File: config.mk
export PLATFORM = sky130hd
export DESIGN_NAME = alu_operand_stage
export DESIGN_NICKNAME = d
export VERILOG_FILES = /design/src/rtl/alu_operand_stage.sv
export SDC_FILE = /design/constraint.sdc
export NUM_CORES = 2
export LEC_CHECK = 0
export ABC_AREA = 1
export BUFFER_PORTS_ARGS = -buffer_cell sky130_fd_sc_hd__buf_2
export CORE_MARGIN = 1
export CORE_UTILIZATION = 25
export DETAILED_ROUTE_END_ITERATION = 6
export HOLD_SLACK_MARGIN = 0.03
export PLACE_DENSITY = 0.37
export RECOVER_POWER = 25
export SETUP_SLACK_MARGIN = 0.05
export SLEW_MARGIN = 40
export SYNTH_ARGS = -nofsm -noshare
export SYNTH_HDL_FRONTEND = slang
export SYNTH_SLANG_ARGS = --single-unit
File: constraint.sdc
create_clock -name clk -period 7.7 [get_ports clk]
set_input_delay 1.925 -clock clk [delete_from_list [all_inputs] [get_ports clk]]
set_output_delay 1.925 -clock clk [all_outputs]
set_load 0.01 [all_outputs]
File: src/rtl/alu_operand_stage.sv
`default_nettype none
// ============================================================================
// Module      : alu_operand_stage
// Description : Register file plus operand latch feeding the 32-bit ALU.
//               Reads rs/rt with write-back bypass, selects register or
//               extended immediate for operand B, and holds the operation in
//               a valid/ready output slot that stays coherent with
//               write-back while the ALU stalls.
// Revision    : 1.0 - initial release
// ============================================================================
module alu_operand_stage #(
  parameter int DATA_W = 32,
  parameter int ADDR_W = 5,
  parameter int CNT_W  = 16
) (
  input  logic              clk,
  input  logic              reset,
  input  logic              in_valid,
  output logic              in_ready,
  input  logic [ADDR_W-1:0] rs_addr,
  input  logic [ADDR_W-1:0] rt_addr,
  input  logic [15:0]       imm16,
  input  logic              alu_src,
  input  logic              ext_sign,
  input  logic [2:0]        gin_in,
  input  logic              flush,
  input  logic              wr_en,
  input  logic [ADDR_W-1:0] wr_addr,
  input  logic [DATA_W-1:0] wr_data,
  output logic              out_valid,
  input  logic              out_ready,
  output logic [DATA_W-1:0] alu_a,
  output logic [DATA_W-1:0] alu_b,
  output logic [2:0]        alu_gin,
  output logic [DATA_W-1:0] rt_data,
  output logic [CNT_W-1:0]  stall_cnt
);

  localparam int c_NREGS = 2 ** ADDR_W;

  logic [DATA_W-1:0] r_regs [c_NREGS];

  logic              r_out_valid;
  logic [DATA_W-1:0] r_alu_a;
  logic [DATA_W-1:0] r_alu_b;
  logic [DATA_W-1:0] r_rt_data;
  logic [2:0]        r_alu_gin;
  logic [CNT_W-1:0]  r_stall_cnt;
  logic [ADDR_W-1:0] r_held_rs;
  logic [ADDR_W-1:0] r_held_rt;
  logic              r_held_src;

  logic              w_wb;
  logic              w_in_ready;
  logic              w_capture;
  logic              w_stalled;
  logic [DATA_W-1:0] w_rs_val;
  logic [DATA_W-1:0] w_rt_val;
  logic [DATA_W-1:0] w_ext_imm;

  // Write-back qualification, read bypass, immediate extension and handshake
  always_comb begin
    w_wb = wr_en && (wr_addr != '0);

    if (rs_addr == '0)
      w_rs_val = '0;
    else if (w_wb && (wr_addr == rs_addr))
      w_rs_val = wr_data;
    else
      w_rs_val = r_regs[rs_addr];

    if (rt_addr == '0)
      w_rt_val = '0;
    else if (w_wb && (wr_addr == rt_addr))
      w_rt_val = wr_data;
    else
      w_rt_val = r_regs[rt_addr];

    if (ext_sign)
      w_ext_imm = {{(DATA_W-16){imm16[15]}}, imm16};
    else
      w_ext_imm = {{(DATA_W-16){1'b0}}, imm16};

    w_in_ready = !flush && (!r_out_valid || out_ready);
    w_capture  = in_valid && w_in_ready;
    w_stalled  = r_out_valid && !out_ready;
  end

  // Register array: cleared on reset, index 0 never written
  always_ff @(posedge clk) begin
    if (reset) begin
      for (int i = 0; i < c_NREGS; i++)
        r_regs[i] <= '0;
    end else if (w_wb) begin
      r_regs[wr_addr] <= wr_data;
    end
  end

  // Output slot: capture, drain/flush, and held-operand write-back coherence
  always_ff @(posedge clk) begin
    if (reset) begin
      r_out_valid <= 1'b0;
      r_alu_a     <= '0;
      r_alu_b     <= '0;
      r_rt_data   <= '0;
      r_alu_gin   <= 3'b000;
      r_held_rs   <= '0;
      r_held_rt   <= '0;
      r_held_src  <= 1'b0;
    end else if (w_capture) begin
      r_out_valid <= 1'b1;
      r_alu_a     <= w_rs_val;
      r_alu_b     <= alu_src ? w_ext_imm : w_rt_val;
      r_rt_data   <= w_rt_val;
      r_alu_gin   <= gin_in;
      r_held_rs   <= rs_addr;
      r_held_rt   <= rt_addr;
      r_held_src  <= alu_src;
    end else begin
      // Flush overrides a stall; a consumed operation simply drains
      if (flush || out_ready)
        r_out_valid <= 1'b0;
      // A stalled operation tracks write-backs to the registers it read
      if (w_stalled && w_wb) begin
        if (wr_addr == r_held_rs)
          r_alu_a <= wr_data;
        if (wr_addr == r_held_rt) begin
          r_rt_data <= wr_data;
          if (!r_held_src)
            r_alu_b <= wr_data;
        end
      end
    end
  end

  // Saturating count of stalled cycles, cleared only by reset
  always_ff @(posedge clk) begin
    if (reset)
      r_stall_cnt <= '0;
    else if (w_stalled && (r_stall_cnt != {CNT_W{1'b1}}))
      r_stall_cnt <= r_stall_cnt + 1'b1;
  end

  assign in_ready  = w_in_ready;
  assign out_valid = r_out_valid;
  assign alu_a     = r_alu_a;
  assign alu_b     = r_alu_b;
  assign rt_data   = r_rt_data;
  assign alu_gin   = r_alu_gin;
  assign stall_cnt = r_stall_cnt;

endmodule
`default_nettype wire

# After elaboration in Yosys (flattened, before gate mapping)
# Memory sizes are Yosys's and may differ from the RTL's.
# Index checks and enable logic that the tools add are counted.
# W data, S select, Z words.
[op_classes] addsub=1 eq_ne=6 muxes=26 reduce_logical=24
[ops] operator="$mux W32" n=17
[ops] operator="$reduce_or A32 Y1" n=1
[ops] operator="$eq A5 B5 Y1" n=4
[ops] operator="$add A16 B1 Y16 const B" n=1
[ops] operator="$ne A16 B16 Y1 const B" n=1
[ops] operator="$logic_not A5 Y1" n=2
[ops] operator="$logic_and A1 B1 Y1" n=8
[ops] operator="$mux W1" n=8
[ops] operator="$reduce_bool A2 Y1" n=4
[ops] operator="$mux W5" n=1
[ops] operator="$reduce_bool A5 Y1" n=1
[ops] operator="$reduce_and A2 Y1" n=2
[ops] operator="$logic_not A1 Y1" n=3
[ops] operator="$reduce_and A3 Y1" n=1
[ops] operator="$logic_or A1 B1 Y1" n=2
[ops] operator="$ne A2 B1 Y1 const B" n=1
[word_totals] ff_bits=127 mem_bits_rw=1024 input_bits=74 out_inout_bits=117 word_cells=67 mem_count=1
[mem_list] name="r_regs" words=32 width=32 read_ports=2 rd_clocked_by_memory_dff=0 wr=32 line_no="41" source="logic [DATA_W-1:0] r_regs [c_NREGS];"

# Longest topological paths before layout
[depth] ltp_word=7 mapped_depth=16 depth_no_buf=13

# Worst setup path after synthesis
# No wires, ideal clock.
[synth_path] path_kind="input -> output" start="input out_ready" end="output in_ready" t_arrival_ns=2.229 t_required_ns=5.775 setup_slack_ns=3.546 cell_stages=2 path_cell_list="nor2_2 > nor2_1"
[synth_between] elab_chain_len=2
[synth_lines] item="from (decl)" line_no="31" source="input logic out_ready,"
[synth_lines] item="$logic_or A1 B1 Y1" line_no="84" source="w_in_ready = !flush && (!r_out_valid || out_ready);"
[synth_lines] item="$logic_and A1 B1 Y1" line_no="84"
[synth_lines] item="to (decl)" line_no="19" source="output logic in_ready,"
# No other way between the ends.

# Worst setup path after layout
[layout_path] start="input rt_addr[4]" end="register r_alu_b[15], in the netlist alu_b[15]"
[layout_between] elab_chain_len=6 elab_cells_between_ends=8 cone_classes="eq/ne: 1; mux: 4; reduce/logical: 2; memory: 1"
[layout_lines] item="from (decl)" line_no="21" source="input logic [ADDR_W-1:0] rt_addr,"
[layout_lines] item="branches (longest 3 deep; another with $mem_v2 Z32 W32)"
[layout_lines] item="$mux W32 (*)" line_no="72" source="if (rt_addr == '0)"
[layout_lines] item="$mux W32 (*)" line_no="113" source="r_alu_b <= alu_src ? w_ext_imm : w_rt_val;"
[layout_lines] item="$mux W32 (*)" line_no="110" source="end else if (w_capture) begin"
[layout_lines] item="to (signal assigned)" line_no="113"
[layout_lines] item="to (signal assigned)" line_no="130" source="r_alu_b <= wr_data;"
[layout_lines] item="to (decl)" line_no="45" source="logic [DATA_W-1:0] r_alu_b;"
# Mark *: on every way between the ends.
# A chain may end at the register's enable or synchronous reset.

==> results.json <==
{
  "status": "complete, but fails checks",
  "failed_checks": "DRC, capacitance limit, slew limit",
  "cp_data_arrival_time_ns": 6.80,
  "yosysWarnings": 0,
  "antenna_found_initial": 6,
  "grt_pass1_vias": 53200,
  "final_cell_mix": "nand2_1 (1636), nor2_1 (1457), edfxtp_1 (1024), nand3_1 (887), inv_1 (571)",
  "track_usage_pct": 23.2,
  "hold_ws_ns": 0.488,
  "dpl.hpwl_um": 187000,
  "grt_pass1_wl_um": 423000,
  "htree_levels": 4,
  "hold_viol": 0,
  "tns_ns": 0,
  "setup-violations-final": 0,
  "final_common_cell": "nand2_1",
  "num_vias": 56200,
  "rows": 184,
  "fmax_mhz": 165,
  "die_area_um2": 256000,
  "overflow": 0,
  "cp.required_ns": 8.45,
  "dieWidth_um": 506,
  "io_buffers": 190,
  "endpoint_kind": "flop",
  "drtIter0Drc": 5923,
  "p_leak_nw": 28.8,
  "powerDensity_nw_per_um2": 233,
  "cts_tree": "done",
  "setup.worst_path.start_class": "primary input",
  "synth.top_cell.area_share_pct": 48.5,
  "place_ws_ns": 2.38,
  "yosysUniqueCellTypes": 37,
  "power_mw": 16.7,
  "wirelength_um": 303000,
  "n_fill_cell": 26800,
  "cts_hold_buf": 0,
  "drc": 4,
  "dp.cells": 11000,
  "detail-route-antenna-nets": 0,
  "cts.sinks": 1151,
  "wl_per_cell_um": 27.0,
  "synth_cells": 7938,
  "core_area_um2": 252000,
  "die_h_um": 506,
  "ios": 191,
  "gp_congestion": 0.838,
  "numCtsBuffers": 151,
  "synthTopCellsByArea": "edfxtp_1 (49%), nand2_1 (10%), nor2_1 (8.6%), nand3_1 (7.0%), o21ai_0 (4.2%)",
  "max-cap-violations": 11,
  "fin_ws_ns": 1.65,
  "path_class": "in -> reg",
  "via_per_inst": 5.00,
  "hold_path_class": "reg -> reg",
  "clockRootBuffer": "clkbuf_16",
  "multi_input_area_um2": 24800,
  "drtPass1Iterations": 7,
  "tightest_slew_ns": 4.00,
  "rsz0062_at_grt": "no",
  "worst_clock_skew_ns": 0.0385,
  "slew_violations": 405,
  "yosys.area.top_type": "edfxtp_1",
  "fin_cells": 11200,
  "path_clk_slew_ns": 0.06,
  "cts_resized": 0,
  "path_max_fanout": 38,
  "syn_to_final_growth_pct": 13.0,
  "post_cts_buffers": 0,
  "synth_area_um2": 63400,
  "ir_worst_vdd_mv": 0.227,
  "final_nets": 7841,
  "seq_area_frac_synth_pct": 52.5,
  "synth_seq_cells": 1151,
  "fin_crit_sh_pct": 78.6,
  "max_slew_margin_pct": -166,
  "syn_avg_cell_area_um2": 7.99,
  "clock_path_buffers": 3,
  "clkLatencyLatePin_ns": 0.84,
  "area.sequential_um2": 33300,
  "initial_utilization_pct": 25.2,
  "fin_crit_ns": 6.05,
  "grt_max_degree": 179,
  "drive_gt1_share_pct": 7.18
}
-- report_power, final --
part	switching, mW	internal [mW]	total [mW]
Combinational	1.74	0.503	2.25
Clock	3.06	4.10	7.16
Sequential	0.165	7.14	7.31
Total	4.97	11.7	16.7
-- through the flow --
| step | cell area [um2] | util (%) |
|---|---|---|
| 2_1_floorplan | 63500 | - |
| 3_3_place_gp | 66700 | 26.5 |
| 3_5_place_dp | 67000 | 26.6 |
| 4_1_cts | 71800 | 28.5 |
| 5_1_grt | 71600 | 28.5 |
| 6_report | 71600 | 28.5 |
-- synthesized netlist by cell type --
cell type	instances
a21oi_1	497
a31oi_1	17
a41oi_2	1
buf_1	49
buf_2	297
buf_4	57
buf_6	35
buf_8	2
clkbuf_1	235
clkbuf_2	1
clkinv_1	6
conb_1	1
dfxtp_1	127
edfxtp_1	1024
ha_1	1
inv_1	605
inv_2	13
nand2_1	1689
nand2_2	3
nand2_4	1
nand3_1	887
nand3b_1	36
nand4_1	6
nor2_1	1460
nor2_2	1
nor2_4	1
nor3_1	30
nor3b_4	1
nor4_1	5
o211ai_1	198
o21ai_0	533
o21ai_1	37
o21ai_2	2
o21bai_1	15
or2_2	50
xnor2_1	7
xor2_1	8
-- metal layers --
layer	GRT usage, %	vias up	part of all wire [%]
met5	0	-	0
met2	37.6	2065	46
met4	11.8	0	5.4
met1	30.5	27800	43
met3	2.79	400	5.5
li1	-	25900	-
-- cell type report --
cell class / count / area share, %
clock inverters: 78 / 1.08
multi-input cells: 5518 / 34.6
flip-flops and latches: 1151 / 46.5
clock buffers: 195 / 5.66
inverters: 624 / 3.41
diodes: 7 / 0.0244
well taps: 3348 / 5.85
repair buffers: 320 / 2.88
-- cell families (layout without fill, tap and decap cells) --
group,after synthesis,in the layout,share of synthesized area (%)
other,1,39,0.00591
buffers and inverters,1300,1217,9.07
AND/OR/NAND/NOR,4170,4170,27.0
AO/OA/AOI/OAI,1300,1300,11.2
flip-flops,1151,1151,52.5
adder cells (fa/ha/maj),1,1,0.0197
XOR/XNOR,15,15,0.207
-- worst max-delay path: stages --
cell      delay [ns]
buf_4           0.17
clkinv_2        0.06
buf_4           0.43
clkbuf_1        2.34
nand2_1         0.15
a21oi_1         0.37
nand2_1         0.24
nand3_1         0.30
nand2_1         0.31
nand2_1         0.17
nand3_1         0.09
a21oi_1         0.14
-- state kept, by name, summed over array words and instances (netlist names) --
register / flops
alu_gin: 3
alu_b: 32
out_valid: 1
alu_a: 32
r_held_src: 1
rt_data: 32
r_held_rs: 5
stall_cnt: 16
r_regs: 1024
r_held_rt: 5
-- worst paths after layout --
path | start | endpoint | slack, ns | cells past startpoint
setup / recovery | rt_addr[4] | alu_b[15] | 1.65 | 12
hold / removal | stall_cnt[15] | stall_cnt[15] | 0.49 | 2
setup reg to reg | out_valid | alu_b[5] | 4.53 | 10
hold reg to reg | stall_cnt[15] | stall_cnt[15] | 0.49 | 2
(Power assumes the default switching activity.)
